$ cat config.mk
export PLATFORM = sky130hd
export DESIGN_NAME = if_id_skid_reg
export DESIGN_NICKNAME = d
export VERILOG_FILES = /design/src/rtl/if_id_pkg.sv /design/src/rtl/if_id_entry.sv /design/src/rtl/if_id_skid_reg_chk.sv /design/src/rtl/if_id_skid_reg.sv
export SDC_FILE = /design/constraint.sdc
export NUM_CORES = 1
export LEC_CHECK = 0
export ABC_CLOCK_PERIOD_IN_PS = 5200
export CORE_MARGIN = 3
export CORE_UTILIZATION = 59
export CTS_BUF_LIST = sky130_fd_sc_hd__clkbuf_2
export CTS_CLUSTER_DIAMETER = 60
export DETAILED_ROUTE_END_ITERATION = 8
export PLACE_DENSITY_LB_ADDON = 0.08
export RECOVER_POWER = 50
export SYNTH_ARGS = -nofsm -noshare
export SYNTH_HDL_FRONTEND = slang
export SYNTH_HIERARCHICAL = 1
export SYNTH_SLANG_ARGS = --single-unit
$ cat constraint.sdc
create_clock -name clk -period 5.2 [get_ports clk]
set_input_delay 0.52 -clock clk [delete_from_list [all_inputs] [get_ports clk]]
set_output_delay 0.52 -clock clk [all_outputs]
set_load 0.1 [all_outputs]
$ cat src/rtl/if_id_pkg.sv
// Shared types and helpers for the IF->ID skid register: default bundle layout,
// the NOP used for killed lanes, and the lane bit-offset helper.
package if_id_pkg;

   localparam int unsigned XLEN_DEF  = 32;
   localparam int unsigned ILEN_DEF  = 32;
   localparam int unsigned LANES_DEF = 5;

   // addi x0,x0,0
   localparam logic [31:0] NOP_WORD = 32'h0000_0013;

   typedef struct packed {
      logic [XLEN_DEF-1:0]           pc;
      logic [LANES_DEF*ILEN_DEF-1:0] idata;
      logic [LANES_DEF-1:0]          lane_mask;
   } bundle_t;

   function automatic int unsigned lane_lsb(input int unsigned lane, input int unsigned ilen);
      return lane * ilen;
   endfunction

endpackage

$ cat src/rtl/if_id_entry.sv
// One pipeline slot: a valid bit plus a bundle payload.
// The payload only changes on load; clear drops valid and leaves the data stale.
module if_id_entry #(
   parameter type T = if_id_pkg::bundle_t
) (
   input  logic clk_i,
   input  logic rst_i,
   input  logic clr_i,
   input  logic load_i,
   input  T     d_i,
   output logic valid_o,
   output T     q_o
);

   logic valid_q, valid_d;
   T     data_q, data_d;

   always_comb begin
      valid_d = valid_q;
      data_d  = data_q;
      if (clr_i) begin
         valid_d = 1'b0;
      end else if (load_i) begin
         valid_d = 1'b1;
         data_d  = d_i;
      end else begin
         valid_d = valid_q;
      end
   end

   always_ff @(posedge clk_i) begin
      if (rst_i) begin
         valid_q <= 1'b0;
         data_q  <= {$bits(T){1'b0}};
      end else begin
         valid_q <= valid_d;
         data_q  <= data_d;
      end
   end

   assign valid_o = valid_q;
   assign q_o     = data_q;

endmodule

$ cat src/rtl/if_id_skid_reg_chk.sv
// Structural invariants of the IF->ID skid register: the skid slot is only
// occupied behind a full main slot, and a stalled output holds still.
module if_id_skid_reg_chk #(
   parameter int unsigned XLEN  = 32,
   parameter int unsigned IW    = 160,
   parameter int unsigned LANES = 5
) (
   input logic             clk_i,
   input logic             rst_i,
   input logic             flush_i,
   input logic             m_valid_i,
   input logic             s_valid_i,
   input logic             dn_valid_i,
   input logic             dn_ready_i,
   input logic [XLEN-1:0]  dn_pc_i,
   input logic [IW-1:0]    dn_idata_i,
   input logic [LANES-1:0] dn_lane_mask_i
);

   a_skid_implies_main: assert property (@(posedge clk_i) disable iff (rst_i)
      s_valid_i |-> m_valid_i)
      else $error("skid entry valid while main entry empty");

   a_stall_stable: assert property (@(posedge clk_i) disable iff (rst_i)
      (dn_valid_i && !dn_ready_i && !flush_i) |=>
         (dn_valid_i && $stable(dn_pc_i) && $stable(dn_idata_i) && $stable(dn_lane_mask_i)))
      else $error("downstream bundle changed while stalled");

endmodule

$ cat src/rtl/if_id_skid_reg.sv
// IF->ID pipeline register with valid/ready handshake, 2-entry skid (main M + skid S),
// flush, per-lane kill to NOP and a saturating downstream bubble counter.
module if_id_skid_reg
   import if_id_pkg::*;
#(
   parameter int unsigned      XLEN     = 32,
   parameter int unsigned      ILEN     = 32,
   parameter int unsigned      LANES    = 5,
   parameter logic [ILEN-1:0]  NOP_WORD = if_id_pkg::NOP_WORD,
   parameter int unsigned      CNT_W    = 16
) (
   input  logic                    clk,
   input  logic                    rst,
   input  logic                    flush,
   input  logic                    up_valid,
   output logic                    up_ready,
   input  logic [XLEN-1:0]         up_pc,
   input  logic [LANES*ILEN-1:0]   up_idata,
   input  logic [LANES-1:0]        up_lane_mask,
   output logic                    dn_valid,
   input  logic                    dn_ready,
   output logic [XLEN-1:0]         dn_pc,
   output logic [LANES*ILEN-1:0]   dn_idata,
   output logic [LANES-1:0]        dn_lane_mask,
   output logic [CNT_W-1:0]        bubble_cnt
);

   typedef struct packed {
      logic [XLEN-1:0]       pc;
      logic [LANES*ILEN-1:0] idata;
      logic [LANES-1:0]      lane_mask;
   } entry_t;

   localparam logic [CNT_W-1:0] CNT_MAX = {CNT_W{1'b1}};

   logic                  m_valid_s, s_valid_s;
   entry_t                m_q_s, s_q_s, cap_s, m_d_s;
   logic [LANES*ILEN-1:0] cap_idata_s;
   logic                  accept_s, emit_s;
   logic                  m_load_s, m_clr_s, m_from_skid_s, s_load_s, s_clr_s;
   logic [CNT_W-1:0]      bubble_q, bubble_d;

   // Killed lanes are replaced at capture so decode never sees their stale words.
   for (genvar i = 0; i < LANES; i++) begin : g_lane
      localparam int unsigned LSB = lane_lsb(i, ILEN);
      assign cap_idata_s[LSB +: ILEN] = up_lane_mask[i] ? up_idata[LSB +: ILEN] : NOP_WORD;
   end

   assign cap_s.pc        = up_pc;
   assign cap_s.idata     = cap_idata_s;
   assign cap_s.lane_mask = up_lane_mask;

   assign accept_s = up_valid & ~s_valid_s & ~flush;
   assign emit_s   = m_valid_s & dn_ready;

   always_comb begin
      m_load_s      = 1'b0;
      m_clr_s       = 1'b0;
      m_from_skid_s = 1'b0;
      s_load_s      = 1'b0;
      s_clr_s       = 1'b0;
      if (flush) begin
         m_clr_s = 1'b1;
         s_clr_s = 1'b1;
      end else if (!m_valid_s) begin
         m_load_s = accept_s;
      end else if (emit_s) begin
         if (s_valid_s) begin
            // up_ready was low, so nothing new can arrive while S drains into M
            m_load_s      = 1'b1;
            m_from_skid_s = 1'b1;
            s_clr_s       = 1'b1;
         end else if (accept_s) begin
            m_load_s = 1'b1;
         end else begin
            m_clr_s = 1'b1;
         end
      end else begin
         s_load_s = accept_s;
      end
   end

   assign m_d_s = m_from_skid_s ? s_q_s : cap_s;

   if_id_entry #(.T(entry_t)) u_main (
      .clk_i   (clk),
      .rst_i   (rst),
      .clr_i   (m_clr_s),
      .load_i  (m_load_s),
      .d_i     (m_d_s),
      .valid_o (m_valid_s),
      .q_o     (m_q_s)
   );

   if_id_entry #(.T(entry_t)) u_skid (
      .clk_i   (clk),
      .rst_i   (rst),
      .clr_i   (s_clr_s),
      .load_i  (s_load_s),
      .d_i     (cap_s),
      .valid_o (s_valid_s),
      .q_o     (s_q_s)
   );

   always_comb begin
      bubble_d = bubble_q;
      if (dn_ready && !m_valid_s && (bubble_q != CNT_MAX)) begin
         bubble_d = bubble_q + CNT_W'(1);
      end else begin
         bubble_d = bubble_q;
      end
   end

   always_ff @(posedge clk) begin
      if (rst) begin
         bubble_q <= {CNT_W{1'b0}};
      end else begin
         bubble_q <= bubble_d;
      end
   end

   assign up_ready     = ~s_valid_s;
   assign dn_valid     = m_valid_s;
   assign dn_pc        = m_q_s.pc;
   assign dn_idata     = m_q_s.idata;
   assign dn_lane_mask = m_q_s.lane_mask;
   assign bubble_cnt   = bubble_q;

   if_id_skid_reg_chk #(.XLEN(XLEN), .IW(LANES*ILEN), .LANES(LANES)) u_chk (
      .clk_i          (clk),
      .rst_i          (rst),
      .flush_i        (flush),
      .m_valid_i      (m_valid_s),
      .s_valid_i      (s_valid_s),
      .dn_valid_i     (dn_valid),
      .dn_ready_i     (dn_ready),
      .dn_pc_i        (dn_pc),
      .dn_idata_i     (dn_idata),
      .dn_lane_mask_i (dn_lane_mask)
   );

endmodule

==> impl_metrics.csv <==
group,metric,value,unit
status,status,"finished, violations left",
status,failed_checks,"capacitance limit, slew limit",
layout,layout-drive-gt1-share,15.6,%
pwr,power,6.58,mW
global_routing,grt_pass1_wl,99900,µm
setup_path,worst-r2r-cell-count,5,
pwr,ir_worst_vdd,0.210,mV
setup_path,cp-startpoint,"u_main/valid_o",
layout,final_area,27600,µm²
setup_path,reg2reg_from,"u_main/valid_o",
yosys,netlist_top_cells_area,"dfxtp_1 (35%), nand4bb_1 (19%), nand2b_1 (11%)",
sta,setup_violations,0,
hold_path,hold_depth,2,
sta,rsz0062_at_grt,"no",
layout,final_cells,3266,
sta,clock_skew,0.0650,ns
setup_path,r2r_slack,1.63,ns
clocking,cts.clk_slew.worst_paths,0.09,ns
placed_design,port_buffers,416,
sta,maxSlewViolCount,415,
setup_path,crit_type,"reg2reg",
sta,finalCritPeriodShare,68.7,%
detailed_routing,drc,0,
floorplanning,core_area,39000,µm²
global_routing,grt_usage,28.9,%
clocking,clock_path_buffers,3,
layout,layout_common_cells,"clkdlybuf4s50_1 (415), dfxtp_1 (412), nand2b_1 (410)",
detailed_routing,routed_via_density,5.82,
layout,final_util,70.8,%
clocking,post_cts_buffers,0,
yosys,postSynthAreaPerCell,9.87,µm²
yosys,synth_top_area_share,35.1,%
global_routing,grt_max_degree,283,
detailed_routing,vias,19000,
placed_design,dp_cells,3078,
clocking,tritoncts,"done",
yosys,yosys_register_bits,412,
clocking,insertion_delay,1.03,ns
floorplanning,fp.dieH,206,µm
setup_path,critPathArrivalTime,4.51,ns
placed_design,placed_cell_area,27200,µm²
global_routing,antenna_found_initial,14,
clocking,htreeDepth,3,
clocking,cts_buffers,107,
yosys,ys_types,42,
setup_path,crit_path_end_kind,"flip-flop",
layout,layout_commonest_cell,"clkdlybuf4s50_1",
sta,min_period,3.57,ns
hold_path,hold_path.class,"in2reg",
global_routing,grt_pass1_vias,18700,
detailed_routing,routedWlPerCell,19.8,µm
layout,nets,2875,
sta,hold_viol_final,0,
floorplanning,std_cell_rows,72,
setup_path,critPathMaxFanout,198,
yosys,yosysSeqAreaShare,35.1,%
sta,fmaxAchievable,0.280,GHz
yosys,synth.yosys.warnings,6,
setup_path,r2r-end,"u_main/q_o[68]",
clocking,cts_resized,0,
floorplanning,die-area,42300,µm²
floorplanning,pin_count,417,
placed_design,gp_congestion,0.811,
clocking,clock_sinks,412,
global_routing,grt_overflow_total,0,
sta,relSlewSlack,-72.9,%
clocking,cts-root-buf,"clkbuf_2",
yosys,synth_nets,2585,
detailed_routing,drtIter0Drc,1396,
floorplanning,initial_core_util,60.2,%
yosys,syn_inst,2382,
floorplanning,dieWidth,206,µm
pwr,p_leak,9.85,nW
job,drv_cap,3,
pwr,power.density,238,nW/µm²
detailed_routing,first_pass_iters,5,
layout,nFillCells,3151,
detailed_routing,drtAntennaViolNets,0,
yosys,synth_top_area_cell,"dfxtp_1",
detailed_routing,wirelength,64600,µm
placed_design,place_hpwl,37600,µm
sta,tightestPinTransition,2.59,ns
yosys,netlist_area,23500,µm²
sta,setup-tns-final,0,ns
setup_path,crit_path_end,"u_main/q_o[68]",
layout,syn2layout_area_growth,17.5,%
setup_path,required,6.14,ns
setup_path,critPathLaunchType,"flip-flop",
## area by class of cell
class / instances / area [µm²] / share of cell area (%)
multi-input cells: 1704 / 13300 / 48.1
flip-flops and latches: 412 / 8250 / 29.9
clock inverters: 18 / 120 / 0.435
inverters: 3 / 11.3 / 0.0408
clock buffers: 161 / 806 / 2.92
well taps: 518 / 648 / 2.35
diodes: 6 / 15.0 / 0.0544
repair buffers: 444 / 4490 / 16.3
## timing repair
| action | in CTS | in global routing |
|---|---|---|
| endpoints found under the setup margin | 0 | 0 |
| endpoints found under the hold margin | 3 | 0 |
| hold buffers | 3 | 0 |
## metrics by stage
stage / hold slack, ns / worst slack, ns
after floorplan: 0.440 / 2.72
after global placement: 0.448 / 1.72
after detailed placement: 0.452 / 1.68
after CTS: 0.00218 / 1.83
after global routing: 0.0363 / 1.43
final: 0.112 / 1.63
## synth_stat cells, drive strengths merged
master / instances
ha: 1
mux2i: 1
nor4: 1
nor2b: 2
inv: 3
nor3: 4
nand4bb: 394
o2111ai: 1
or3: 7
and2: 145
dfxtp: 412
a31o: 1
o311ai: 1
clkbuf: 185
or4: 5
o31ai: 4
o21ai: 403
mux2: 160
buf: 78
o41ai: 1
a21oi: 12
and3: 3
and2b: 1
or2: 1
nor2: 11
and4: 3
nand2b: 411
nand2: 118
nand3: 6
nand4: 5
xor2: 2
## logic make-up after synthesis
group / after synthesis / synth area share, %
flip-flops: 412 / 35.1
buffers and inverters: 266 / 6.29
adder cells (fa/ha/maj): 1 / 0.0532
multiplexers: 161 / 9.15
XOR/XNOR: 2 / 0.0746
AND/OR/NAND/NOR: 1117 / 36.9
AO/OA/AOI/OAI: 423 / 12.4
## critical path, cell delays in order (launching register included)
cell       delay, ns
dfxtp_1         0.50
a21oi_1         0.11
nor3_1          0.33
clkbuf_4        1.85
nand4bb_1       0.37
o21ai_2         0.14
## flip-flops by register name, indices dropped and copies added, names as in the netlist
| register | flops |
|---|---|
| u_skid/valid_o | 1 |
| u_skid/q_o | 197 |
| bubble_cnt | 16 |
| u_main/valid_o | 1 |
| u_main/q_o | 197 |
## per-layer routing
layer / vias up / global-route usage (%) / routed length [µm]
met1: 9211 / 37.4 / 27800
met4: 18 / 11.2 / 1820
met3: 112 / 7.69 / 4460
met2: 591 / 46.2 / 30400
li1: 9080 / - / -
met5: - / 0 / 115
## worst min path at each step
stage	startpoint	to	slack [ns]
global route	up_pc[21]	u_skid/q_o[186]	0.04
CTS	up_pc[16]	u_skid/q_o[181]	0.002
global placement	u_skid/q_o[11]	u_skid/q_o[11]	0.45
finish	rst	bubble_cnt[1]	0.11
detailed placement	u_skid/q_o[18]	u_skid/q_o[18]	0.45
floorplan	u_skid/q_o[10]	u_skid/q_o[10]	0.44
## where the power goes
group	switching [mW]	leakage [nW]	internal (mW)	total, mW
sequential	0.0300	3.33	3.20	3.23
clock	1.34	0.730	0.906	2.25
combinational	0.629	5.79	0.479	1.11
total	2.00	9.85	4.58	6.58
No activity file was read; power rests on OpenSTA's default activity.
